<file path="src/rtl/branch_pkg.sv">
// Shared constants and types for EX-stage branch resolution.
// The optional BRANCH_STATS_EN macro is consumed by ex_branch_resolve, not here.
package branch_pkg;

  localparam logic [2:0] BEQ  = 3'b000;
  localparam logic [2:0] BNE  = 3'b001;
  localparam logic [2:0] BLT  = 3'b100;
  localparam logic [2:0] BGE  = 3'b101;
  localparam logic [2:0] BLTU = 3'b110;
  localparam logic [2:0] BGEU = 3'b111;

  localparam logic [4:0] ALU_OP_ADD = 5'b00010;
  localparam logic [4:0] ALU_OP_SUB = 5'b00110;

  localparam int unsigned CNT_W = 4;

  typedef enum logic [1:0] {
    IDLE,
    REDIRECT,
    SQUASH
  } state_e;

  // ALU op the EX stage must issue for a control op whose flags/result we consume.
  function automatic logic [4:0] alu_op_for(input logic is_jalr);
    return is_jalr ? ALU_OP_ADD : ALU_OP_SUB;
  endfunction

endpackage

</file>
<file path="src/rtl/branch_cond.sv">
// Branch condition evaluation from the flags of an rs1 - rs2 subtraction.
module branch_cond
  import branch_pkg::*;
(
  input  logic [2:0] funct3_i,
  input  logic       zero_i,
  input  logic       neg_i,
  input  logic       carry_i,
  input  logic       overflow_i,
  output logic       taken_o,
  output logic       illegal_o
);

  // Carry is the inverted borrow: 1 means rs1 >= rs2 unsigned.
  always_comb begin
    taken_o   = 1'b0;
    illegal_o = 1'b0;
    case (funct3_i)
      BEQ:     taken_o = zero_i;
      BNE:     taken_o = ~zero_i;
      BLT:     taken_o = neg_i ^ overflow_i;
      BGE:     taken_o = ~(neg_i ^ overflow_i);
      BLTU:    taken_o = ~carry_i;
      BGEU:    taken_o = carry_i;
      default: illegal_o = 1'b1;
    endcase
  end

endmodule

</file>
<file path="src/rtl/ex_branch_resolve.sv">
// Resolves EX-stage branches/jumps, issues a registered redirect and front-end squash.
// Define BRANCH_STATS_EN to add saturating branch/redirect statistics counters.
module ex_branch_resolve
  import branch_pkg::*;
#(
  parameter int unsigned XLEN        = 32,
  parameter int unsigned FLUSH_DEPTH = 2
) (
  input  logic            clk,
  input  logic            rst_n,
  input  logic            ex_valid,
  input  logic            ex_is_branch,
  input  logic            ex_is_jal,
  input  logic            ex_is_jalr,
  input  logic [2:0]      ex_funct3,
  input  logic [XLEN-1:0] ex_pc,
  input  logic [XLEN-1:0] ex_imm,
  input  logic [XLEN-1:0] alu_result,
  input  logic            alu_zero,
  input  logic            alu_neg,
  input  logic            alu_carry,
  input  logic            alu_overflow,
  output logic            redirect_valid,
  output logic [XLEN-1:0] redirect_pc,
  input  logic            redirect_ready,
  output logic            flush_front,
  output logic            link_valid,
  output logic [XLEN-1:0] link_data,
  output logic            misalign_err,
`ifdef BRANCH_STATS_EN
  output logic [31:0]     stat_branches,
  output logic [31:0]     stat_taken,
`endif
  output logic            illegal_br
);

  state_e            state_q, state_d;
  logic [CNT_W-1:0]  cnt_q, cnt_d;
  logic              rv_q, rv_d;
  logic [XLEN-1:0]   rpc_q, rpc_d;
  logic              flush_q, flush_d;
  logic              lv_q, lv_d;
  logic [XLEN-1:0]   ld_q, ld_d;
  logic              mis_q, mis_d;
  logic              ill_q, ill_d;

  logic              sel_br_c, sel_jal_c, sel_jalr_c;
  logic              cond_taken_c, cond_illegal_c;
  logic              taken_c, issue_c, eval_br_c;
  logic [XLEN-1:0]   tgt_raw_c, target_c;

  // Only a single, unambiguous control-op flag counts as a control op.
  always_comb begin
    sel_br_c   = 1'b0;
    sel_jal_c  = 1'b0;
    sel_jalr_c = 1'b0;
    if (ex_valid) begin
      case ({ex_is_branch, ex_is_jal, ex_is_jalr})
        3'b100:  sel_br_c   = 1'b1;
        3'b010:  sel_jal_c  = 1'b1;
        3'b001:  sel_jalr_c = 1'b1;
        default: ;
      endcase
    end
  end

  branch_cond u_cond (
    .funct3_i   (ex_funct3),
    .zero_i     (alu_zero),
    .neg_i      (alu_neg),
    .carry_i    (alu_carry),
    .overflow_i (alu_overflow),
    .taken_o    (cond_taken_c),
    .illegal_o  (cond_illegal_c)
  );

  assign tgt_raw_c = sel_jalr_c ? alu_result : (ex_pc + ex_imm);
  assign target_c  = tgt_raw_c & ~XLEN'(1);
  assign taken_c   = (sel_br_c & cond_taken_c) | sel_jal_c | sel_jalr_c;
  assign eval_br_c = (state_q == IDLE) & sel_br_c;
  assign issue_c   = (state_q == IDLE) & taken_c & ~target_c[1];

  always_ff @(posedge clk or negedge rst_n) begin
    if (!rst_n) begin
      state_q <= IDLE;
      cnt_q   <= '0;
      rv_q    <= 1'b0;
      rpc_q   <= '0;
      flush_q <= 1'b0;
      lv_q    <= 1'b0;
      ld_q    <= '0;
      mis_q   <= 1'b0;
      ill_q   <= 1'b0;
    end else begin
      state_q <= state_d;
      cnt_q   <= cnt_d;
      rv_q    <= rv_d;
      rpc_q   <= rpc_d;
      flush_q <= flush_d;
      lv_q    <= lv_d;
      ld_q    <= ld_d;
      mis_q   <= mis_d;
      ill_q   <= ill_d;
    end
  end

  always_comb begin
    state_d = state_q;
    cnt_d   = cnt_q;
    rv_d    = rv_q;
    rpc_d   = rpc_q;
    flush_d = flush_q;
    lv_d    = 1'b0;
    ld_d    = ld_q;
    mis_d   = 1'b0;
    ill_d   = 1'b0;
    case (state_q)
      IDLE: begin
        ill_d = sel_br_c & cond_illegal_c;
        if (sel_jal_c || sel_jalr_c) begin
          lv_d = 1'b1;
          ld_d = ex_pc + XLEN'(4);
        end
        if (taken_c) begin
          if (target_c[1]) begin
            mis_d = 1'b1;
          end else begin
            rv_d    = 1'b1;
            rpc_d   = target_c;
            flush_d = 1'b1;
            state_d = REDIRECT;
          end
        end
      end
      REDIRECT: begin
        if (rv_q && redirect_ready) begin
          rv_d    = 1'b0;
          cnt_d   = CNT_W'(FLUSH_DEPTH - 1);
          state_d = SQUASH;
        end
      end
      SQUASH: begin
        if (cnt_q == '0) begin
          flush_d = 1'b0;
          state_d = IDLE;
        end else begin
          cnt_d = cnt_q - CNT_W'(1);
        end
      end
      default: begin
        rv_d    = 1'b0;
        flush_d = 1'b0;
        state_d = IDLE;
      end
    endcase
  end

  assign redirect_valid = rv_q;
  assign redirect_pc    = rpc_q;
  assign flush_front    = flush_q;
  assign link_valid     = lv_q;
  assign link_data      = ld_q;
  assign misalign_err   = mis_q;
  assign illegal_br     = ill_q;

`ifdef BRANCH_STATS_EN
  logic [31:0] stat_br_q, stat_tk_q;

  // Saturating event counters.
  always_ff @(posedge clk or negedge rst_n) begin
    if (!rst_n) begin
      stat_br_q <= '0;
      stat_tk_q <= '0;
    end else begin
      if (eval_br_c && (stat_br_q != '1)) stat_br_q <= stat_br_q + 32'd1;
      if (issue_c && (stat_tk_q != '1))   stat_tk_q <= stat_tk_q + 32'd1;
    end
  end

  assign stat_branches = stat_br_q;
  assign stat_taken    = stat_tk_q;
`else
  logic unused_c;
  assign unused_c = eval_br_c ^ issue_c;
`endif

endmodule

</file>
<file path="config.mk">
export PLATFORM = sky130hd
export DESIGN_NAME = ex_branch_resolve
export DESIGN_NICKNAME = d
export VERILOG_FILES = /design/src/rtl/branch_pkg.sv /design/src/rtl/branch_cond.sv /design/src/rtl/ex_branch_resolve.sv
export SDC_FILE = /design/constraint.sdc
export NUM_CORES = 1
export LEC_CHECK = 0
export CORE_AREA = 2 2 120 122
export CTS_CLUSTER_SIZE = 24
export DETAILED_ROUTE_END_ITERATION = 10
export DIE_AREA = 0 0 122 124
export GPL_ROUTABILITY_DRIVEN = 1
export PLACE_DENSITY = 0.7
export SLEW_MARGIN = 40
export SYNTH_ARGS = -nofsm -noshare
export SYNTH_HDL_FRONTEND = slang
export SYNTH_HIERARCHICAL = 1
export SYNTH_SLANG_ARGS = --single-unit
</file>
<file path="constraint.sdc">
create_clock -name clk -period 2.5 [get_ports clk]
set_input_delay 0.25 -clock clk [delete_from_list [all_inputs] [get_ports clk]]
set_output_delay 0.25 -clock clk [all_outputs]
set_load 0.1 [all_outputs]
</file>
## Word level (Yosys, flattened, before mapping)

Index checks and enable logic that the tools add are counted.

| word-level totals | value |
|---|---|
| output and inout bits | 69 |
| memories | 0 |
| memory bits (read-only) | 0 |
| latch bits | 0 |
| logic and storage cells | 80 |
| memory bits (writable) | 0 |
| flip-flop bits (word level) | 73 |

| cells by class | value |
|---|---|
| muxes and demuxes | 29 |
| bitwise logic cells | 11 |
| reduce and logical (&&, ||, !) cells | 13 |
| multipliers | 0 |
| shift operators | 0 |
| $lt $le $gt $ge | 0 |
| divide/modulo/power cells | 0 |
| eq/ne operators | 15 |
| add/subtract/negate cells | 3 |

Operator list:

| cell | count |
|---|---|
| 32-bit by 3-bit adder with 32-bit output (second input constant) | 1 |
| 32-bit adder | 1 |
| 32-bit 2-to-1 mux | 1 |
| 1-bit 2-to-1 mux | 17 |
| 3-bit == test (second input constant) | 5 |
| 4-bit AND reduction | 3 |
| 2-bit inequality test (second input constant) | 5 |
| 2-bit 2-to-1 mux | 4 |
| 4-bit 2-to-1 mux | 2 |
| 4-bit one-hot mux with 2 select lines | 1 |
| 3-bit by 1-bit == test with 1-bit output (second input constant) | 2 |
| 1-bit inverter | 6 |
| 1-bit one-hot mux with 3 select lines | 2 |
| 1-bit one-hot mux with 6 select lines | 1 |
| 2-bit one-hot mux with 3 select lines | 1 |
| 3-bit AND reduction | 2 |
| 6-bit OR reduction | 1 |
| 4-bit zero test | 1 |
| 4-bit by 1-bit subtractor with 4-bit output (second input constant) | 1 |
| 3-bit by 2-bit == test with 1-bit output (second input constant) | 1 |
| 3-bit zero test | 1 |
| 1-bit AND | 2 |
| 2-bit by 1-bit == test with 1-bit output (second input constant) | 1 |
| 2-bit == test (second input constant) | 1 |
| other kinds (7) | 8 |

## Longest topological paths before layout

Gate-level depths: netlist of the first run.

| logic depth | value |
|---|---|
| depth after elaboration | 8 |
| gate-level depth with buffers | 11 |
| depth with buffers taken out | 10 |

## By module

Netlist of the first run, hierarchy kept.

By module, submodules not included:

| module | seq. area each (um^2) | cells an instance | area each (um^2) | times used |
|---|---|---|---|---|
| ex_branch_resolve | 1826.8 | 656 | 5331.4 | 1 |
| branch_cond | 0.0 | 11 | 73.8 | 1 |

## Least setup slack after synthesis of the first run

OpenSTA, ideal clock, no wires.

| timing path | value |
|---|---|
| path type | input to register |
| start | input port alu_neg |
| end | register rpc_q[21] (netlist: redirect_pc[21]) |
| data arrival time | 2263 ps |
| cell stages on the path | 10 |
| path slack | 95 ps |
| required time | 2358 ps |
| cell sequence | xnor2_1 and4b_1 or4_1 nand3b_1 a21oi_1 o2111ai_2 or2_0 buf_2 buf_1 o221ai_1 |

| on the way | value |
|---|---|
| word-level cells in the longest chain between the ends | 7 |

Ends and longest elaborated chain:

| item | RTL line | RTL |
|---|---|---|
| from (decl) | ex_branch_resolve.sv:20 | `input logic alu_neg,` |
| 1-bit bitwise XOR (*) | branch_cond.sv:21, branch_cond.sv:22 |  |
| 1-bit inverter | branch_cond.sv:22 | `BGE: taken_o = ~(neg_i ^ overflow_i);` |
| 1-bit one-hot mux with 6 select lines (*) | branch_cond.sv:18 | `case (funct3_i)` |
| named net cond_taken_c | ex_branch_resolve.sv:48 | `logic cond_taken_c, cond_illegal_c;` |
| 1-bit AND (*) | ex_branch_resolve.sv:79 | `assign taken_c = (sel_br_c & cond_taken_c) \| sel_jal_c \| sel_jalr_c;` |
| 1-bit OR (*) (2 in a row) | ex_branch_resolve.sv:79 |  |
| 3-bit AND reduction (no line) (*) | - |  |
| to (signal assigned) | ex_branch_resolve.sv:98 | `rpc_q <= rpc_d;` |
| to (decl) | ex_branch_resolve.sv:40 | `logic [XLEN-1:0] rpc_q, rpc_d;` |

The timed path passes the listed nets; every way through them passes the cells marked *.
A chain may end at the register's enable or synchronous reset.

## Worst setup path after layout of the first run

| timing path | value |
|---|---|
| start | input port alu_carry |
| end | register rpc_q[30] (netlist: redirect_pc[30]) |

| on the way | value |
|---|---|
| word-level cells in the longest chain between the ends | 6 |

Ends and longest elaborated chain:

| item | RTL line | RTL |
|---|---|---|
| from (decl) | ex_branch_resolve.sv:21 | `input logic alu_carry,` |
| 1-bit inverter | branch_cond.sv:23 | `BLTU: taken_o = ~carry_i;` |
| 1-bit one-hot mux with 6 select lines (*) | branch_cond.sv:18 |  |
| named net cond_taken_c | ex_branch_resolve.sv:48 |  |
| 1-bit AND (*) | ex_branch_resolve.sv:79 |  |
| 1-bit OR (*) (2 in a row) | ex_branch_resolve.sv:79 |  |
| 3-bit AND reduction (no line) (*) | - |  |

Marked as above.

==> impl_metrics.json, run 1 <==
{
  "grt-ovfl-total": 0,
  "critPathTopFamily": "compound AO/OA/AOI/OAI gates",
  "antenna_found_initial": 0,
  "synth_warnings": 6,
  "mostFrequentLayoutCells": "buf_4 (192), nand2_1 (119), clkdlybuf4s50_1 (97)",
  "synth_enable_flop_cells": 0,
  "routedWlPerCell_um": 15.8,
  "synth_cell_types": 66,
  "critical_path_arrival_ns": 2.70,
  "pwr-share-clk": 0.134,
  "diodes": 0,
  "worstSetupPathType": "in -> reg",
  "routabilityCongestion": 0.919,
  "worst-slew-pin-transition_ns": 0.686,
  "area_growth_pct": 58.2,
  "critPathLaunch": "alu_carry",
  "nFillCells": 1188,
  "cts_sinks": 73,
  "path_max_fanout": 3,
  "leakage_nw": 3.95,
  "grt_max_degree": 74,
  "synth_area_leaders": "dfrtp_1 (34%), nand2_1 (8.3%), ha_1 (7.4%)",
  "cts_buffers": 9,
  "die_w_um": 122,
  "die_area_um2": 15100,
  "ant_nets": 0,
  "period_needed_ns": 2.50,
  "hold_viol": 0,
  "insertion_delay_ns": 0.34,
  "ys.flop_type": "dfrtp_1",
  "end_kind": "register",
  "syn_inst": 667,
  "async_flop_share": 1.00,
  "final_common_cell": "buf_4",
  "crit_buf_inv": 1,
  "dp_hpwl_um": 14200,
  "intPower_w": 0.00406,
  "fin_crit_sh": 0.999,
  "io-pin-count": 179,
  "combPwrFrac": 0.654,
  "crit_path_frequent_cell": "a21oi_2",
  "seq_power_share": 0.212,
  "cts_tree": "yes",
  "switching_power_w": 0.00574,
  "drtIter0Drc": 382,
  "slew_headroom": 0.543,
  "finalSetupViolations": 0,
  "cpPeakStageDelay_ns": 0.42,
  "vias": 5896,
  "cts_buffer_depth": 2,
  "report.power.total_w": 0.00980,
  "drv_cap": 0,
  "grt_pass1_vias": 5744,
  "clk_pin_slew_ns": 0.06,
  "crit_chain": "clkdlybuf4s50_1 > or2_2 > a21oi_2 > or4_1 > nand3b_1 > a21oi_2 > o21ai_1 > or3_4 > o21bai_4 > a222oi_1 > o211ai_1",
  "sw_frac_of_total": 0.586,
  "io_buffers": 175,
  "drt_wl_total_um": 18000,
  "ys_ff_latch": 73,
  "rows": 43,
  "vias_per_cell": 5.20,
  "yosys.area.top_type_share": 0.338,
  "worstPathRequired_ns": 2.70,
  "critPathLaunchType": "input pin",
  "htreeDepth": 3,
  "drcViolationCount": 0,
  "grt_pass1_wl_um": 27800,
  "first_pass_iters": 5,
  "power-per-cell-area_nw_per_um2": 1150,
  "skew_ns": 0.00707,
  "coreArea_um2": 13700,
  "irDropWorstVdd_v": 0.000969,
  "tns_ns": 0,
  "cts-root-buf": "clkbuf_16",
  "drv_slew": 0,
  "rsz0062_at_grt": "true",
  "drive_above_1_share": 0.262,
  "avgSynthCellArea_um2": 8.10,
  "slowest_stage": "clkdlybuf4s50_1",
  "r2r-start": "state_q[0]$_DFFE_PN0P_",
  "status": "finished clean",
  "hp-start": "ex_pc[1]",
  "fmax_mhz": 400,
  "die_h_um": 124,
  "hold_path.class": "in -> reg",
  "nets": 1092,
  "grt_usage": 0.232,
  "initial_core_util": 0.394,
  "synth_top_area_cell": "dfrtp_1",
  "syn_area_um2": 5410,
  "yosysSeqAreaShare": 0.338,
  "utilization": 0.623
}
-- power by group through the flow --
stage / clock [W] / sequential [W] / combinational (W)
final: 0.00131 / 0.00208 / 0.00641
after global routing: 0.00138 / 0.00215 / 0.00667
after CTS: 0.00133 / 0.00208 / 0.00638
after detailed placement: 0 / 0.00210 / 0.00636
after global placement: 0 / 0.00208 / 0.00629
after floorplan: 0 / 0.00572 / 0.00104
-- registers in the layout (all words and copies together), names as in the netlist --
name and flops:
flush_front 1, redirect_valid 1, illegal_br 1, state_q 2
misalign_err 1, link_valid 1, link_data 32, cnt_q 4
redirect_pc 30
-- final cells by class --
cell class,instances,area (µm²),share of cell area
Timing Repair Buffer,304,2580,0.302
Clock inverter,5,55.1,0.00644
Sequential cell,73,1830,0.214
Clock buffer,11,243,0.0284
Tap cell,180,225,0.0263
Multi-Input combinational cell,545,3560,0.416
Inverter,16,60.1,0.00702
-- worst reg2reg max path, cell delays in order (launching register included) --
cell and delay (ns):
dfrtp_1 0.44, nor2_1 0.24, nand2_1 0.12, or3_1 0.60, inv_1 0.21, mux2_2 0.35
-- kinds of logic after synthesis --
kind of cell / after synthesis / share of synthesized area
and+or+nand+nor: 257 / 0.222
xor gates and xnor gates: 55 / 0.0891
other: 1 / 0.000694
DFF: 73 / 0.338
adders and majority gates: 33 / 0.0778
AOI/OAI and AO/OA: 188 / 0.216
buffers and inverters: 50 / 0.0366
muxes: 10 / 0.0201
-- Yosys cell counts (7+ instances only) --
library cell,number
nand2_1,119
nand3_1,16
nor2b_1,8
inv_1,16
ha_1,32
nor2_1,44
a21o_1,10
xor2_1,27
dfrtp_1,73
a21oi_1,50
o221ai_1,7
clkbuf_1,27
xnor2_1,28
nand4_1,16
and3_1,11
o21ai_0,61
nand2b_1,11
-- routing by layer --
metal / track usage / up-vias / wire length (µm)
li1: - / 2930 / -
met1: 0.311 / 2715 / 8180
met2: 0.377 / 223 / 8210
met3: 0.0417 / 28 / 1210
met4: 0.0805 / 0 / 345
met5: 0 / - / 0
-- timing repair --
item,in CTS,in global routing
setup buffers,0,1
endpoints found under the hold margin,73,0
hold buffers,1,0
gates resized for setup,11,34
cloned,0,0
setup endpoints to repair,11,21
pin swaps,3,14
-- worst paths after layout --
check | slack, ns | endpoint | cells past startpoint
hold / removal | 0.25 | link_data[1]$_DFFE_PN0P_ | 3
max in group asynchronous | 1.51 | redirect_pc[27]$_DFFE_PN0P_ | 2
min in group asynchronous | 0.51 | link_data[2]$_DFFE_PN0P_ | 2
hold reg to reg | 0.48 | redirect_pc[12]$_DFFE_PN0P_ | 2
setup reg to reg | 0.43 | link_data[10]$_DFFE_PN0P_ | 5
setup / recovery | 0.002 | redirect_pc[30]$_DFFE_PN0P_ | 11
-- stage by stage --
step	setup WS, ns	cells	hold slack (ns)	cell area, µm²
detailed placement	-0.519	1116	0.315	8060
global route	-0.0969	1134	0.270	8550
CTS	-0.0237	1133	0.486	8400
global placement	-0.395	1116	0.442	8060
finish	0.00248	1134	0.253	8550
floorplan	0.0951	668	-0.0456	5410
Note: power is estimated with default switching activity, not from simulation.
==> run 2, diff against run 1 <==
--- a/config.mk
+++ b/config.mk
@@ -5,10 +5,9 @@
 export SDC_FILE = /design/constraint.sdc
 export NUM_CORES = 1
 export LEC_CHECK = 0
-export CORE_AREA = 2 2 120 122
-export CTS_CLUSTER_SIZE = 24
+export CORE_AREA = 4 4 122 124
 export DETAILED_ROUTE_END_ITERATION = 10
-export DIE_AREA = 0 0 122 124
+export DIE_AREA = 0 0 126 128
 export GPL_ROUTABILITY_DRIVEN = 1
 export PLACE_DENSITY = 0.7
 export SLEW_MARGIN = 40
==> impl_metrics.json, run 2 (synthesized netlist as in run 1, its figures left out) <==
{
  "cts_sinks": 73,
  "worst-slew-pin-transition_ns": 0.695,
  "routabilityCongestion": 0.921,
  "period_needed_ns": 2.46,
  "finalSetupViolations": 0,
  "slew_headroom": 0.536,
  "nets": 1095,
  "die_h_um": 128,
  "vias_per_cell": 5.20,
  "dp_hpwl_um": 14700,
  "status": "finished clean",
  "area_growth_pct": 60.2,
  "hold_viol": 0,
  "grt_pass1_wl_um": 30000,
  "cts-root-buf": "clkbuf_16",
  "fin_crit_sh": 0.984,
  "coreArea_um2": 13800,
  "first_pass_iters": 5,
  "grt_pass1_vias": 6214,
  "drive_above_1_share": 0.274,
  "irDropWorstVdd_v": 0.000745,
  "placed_cells": 1116,
  "rows": 43,
  "mostFrequentLayoutCells": "buf_4 (195), nand2_1 (118), clkdlybuf4s50_1 (97)",
  "nFillCells": 1240,
  "die_area_um2": 16100,
  "final_common_cell": "buf_4",
  "drcViolationCount": 0,
  "grt-ovfl-total": 0,
  "io_buffers": 175,
  "insertion_delay_ns": 0.35,
  "fmax_mhz": 407,
  "critical_path_arrival_ns": 2.74,
  "power-per-cell-area_nw_per_um2": 1140,
  "critPathTopFamily": "simple AND/OR/NAND/NOR gates",
  "vias": 5917,
  "drtIter0Drc": 277,
  "drv_cap": 0,
  "seqCellArea_um2": 1830,
  "crit_buf_inv": 3,
  "largest_reg_flops": 32,
  "stdcell_count": 1137,
  "antenna_found_initial": 0,
  "drv_slew": 0,
  "routedWlPerCell_um": 16.1,
  "cts_buffer_depth": 2,
  "critPathLaunchType": "input pin",
  "io-pin-count": 179,
  "slowest_stage": "fa_2",
  "fin_ws_ns": 0.0412,
  "worstSetupPathType": "in -> reg",
  "ant_nets": 0,
  "path_max_fanout": 4,
  "hold_path.class": "in -> reg",
  "leakage_nw": 4.00,
  "cts_buffers": 9,
  "grt_max_degree": 74,
  "grt_usage": 0.229,
  "cts_tree": "yes",
  "diodes": 0,
  "htreeDepth": 3,
  "pre_cts_slack_ns": -0.570,
  "crit_chain": "clkdlybuf4s50_1 > inv_1 > fa_2 > inv_2 > mux2i_4 > o2111ai_4 > or2_4 > or4_1 > nand3_1",
  "whs_ns": 0.282,
  "initial_core_util": 0.392,
  "cpPeakStageDelay_ns": 0.60,
  "worstPathRequired_ns": 2.78,
  "end_kind": "register",
  "die_w_um": 126,
  "drt_wl_total_um": 18300,
  "skew_ns": 0.00474,
  "clk_pin_slew_ns": 0.06,
  "multi_input_area_um2": 3640
}
==> run 2: stage by stage <==
step,util,setup TNS (ns),cell area [µm²],total power [W]
2_1_floorplan,-,0,5410,0.00675
3_3_place_gp,0.585,-8.18,8060,0.00840
3_5_place_dp,0.585,-10.08,8060,0.00850
4_1_cts,0.611,-0.0174,8410,0.00984
5_1_grt,0.629,-0.0451,8660,0.0103
6_report,0.629,0,8660,0.00983
==> run 2: cell type report <==
| class | instances | share of cell area |
|---|---|---|
| multi-input combinational | 545 | 0.420 |
| timing repair buffer | 307 | 0.302 |
| sequential | 73 | 0.211 |
| clock buffer | 9 | 0.0260 |
| tap | 180 | 0.0260 |
| clock inverter | 7 | 0.00795 |
| inverter | 16 | 0.00694 |
==> run 2: report_power, final <==
part / internal [W] / switching [W] / leakage, nW
clock network: 0.000770 / 0.000533 / 0.142
logic: 0.00155 / 0.00488 / 2.94
registers: 0.00173 / 0.000370 / 0.911
==> run 2: worst paths after layout <==
check | depth (start not counted) | slack (ns) | from | to
setup / recovery | 9 | 0.04 | ex_imm[1] | redirect_pc[28]$_DFFE_PN0P_
hold / removal | 3 | 0.28 | ex_pc[1] | link_data[1]$_DFFE_PN0P_
setup reg to reg | 6 | 0.32 | state_q[0]$_DFFE_PN0P_ | link_data[23]$_DFFE_PN0P_
hold reg to reg | 2 | 0.47 | link_data[3]$_DFFE_PN0P_ | link_data[3]$_DFFE_PN0P_
max in group asynchronous | 2 | 1.53 | rst_n | link_data[21]$_DFFE_PN0P_
min in group asynchronous | 2 | 0.49 | rst_n | redirect_pc[4]$_DFFE_PN0P_
==> run 2: per-layer routing <==
layer,track usage,up-vias,share of wire
met2,0.419,165,0.51
met1,0.268,2782,0.41
met5,0,-,0
met3,0.0446,27,0.055
met4,0.0795,0,0.019
li1,-,2943,-
==> run 2: what timing repair did <==
item | in CTS | in global routing
hold buffers | 1 | 0
endpoints found under the setup margin | 12 | 17
pin swaps | 1 | 17
hold endpoints to repair | 73 | 0
resized for setup | 10 | 44
buffers inserted | 1 | 3
==> run 2: worst min-delay path: cells and delay by family <==
family                 cells  cell delay, ns
buffers and inverters      2            0.22
AO/OA/AOI/OAI              1            0.10
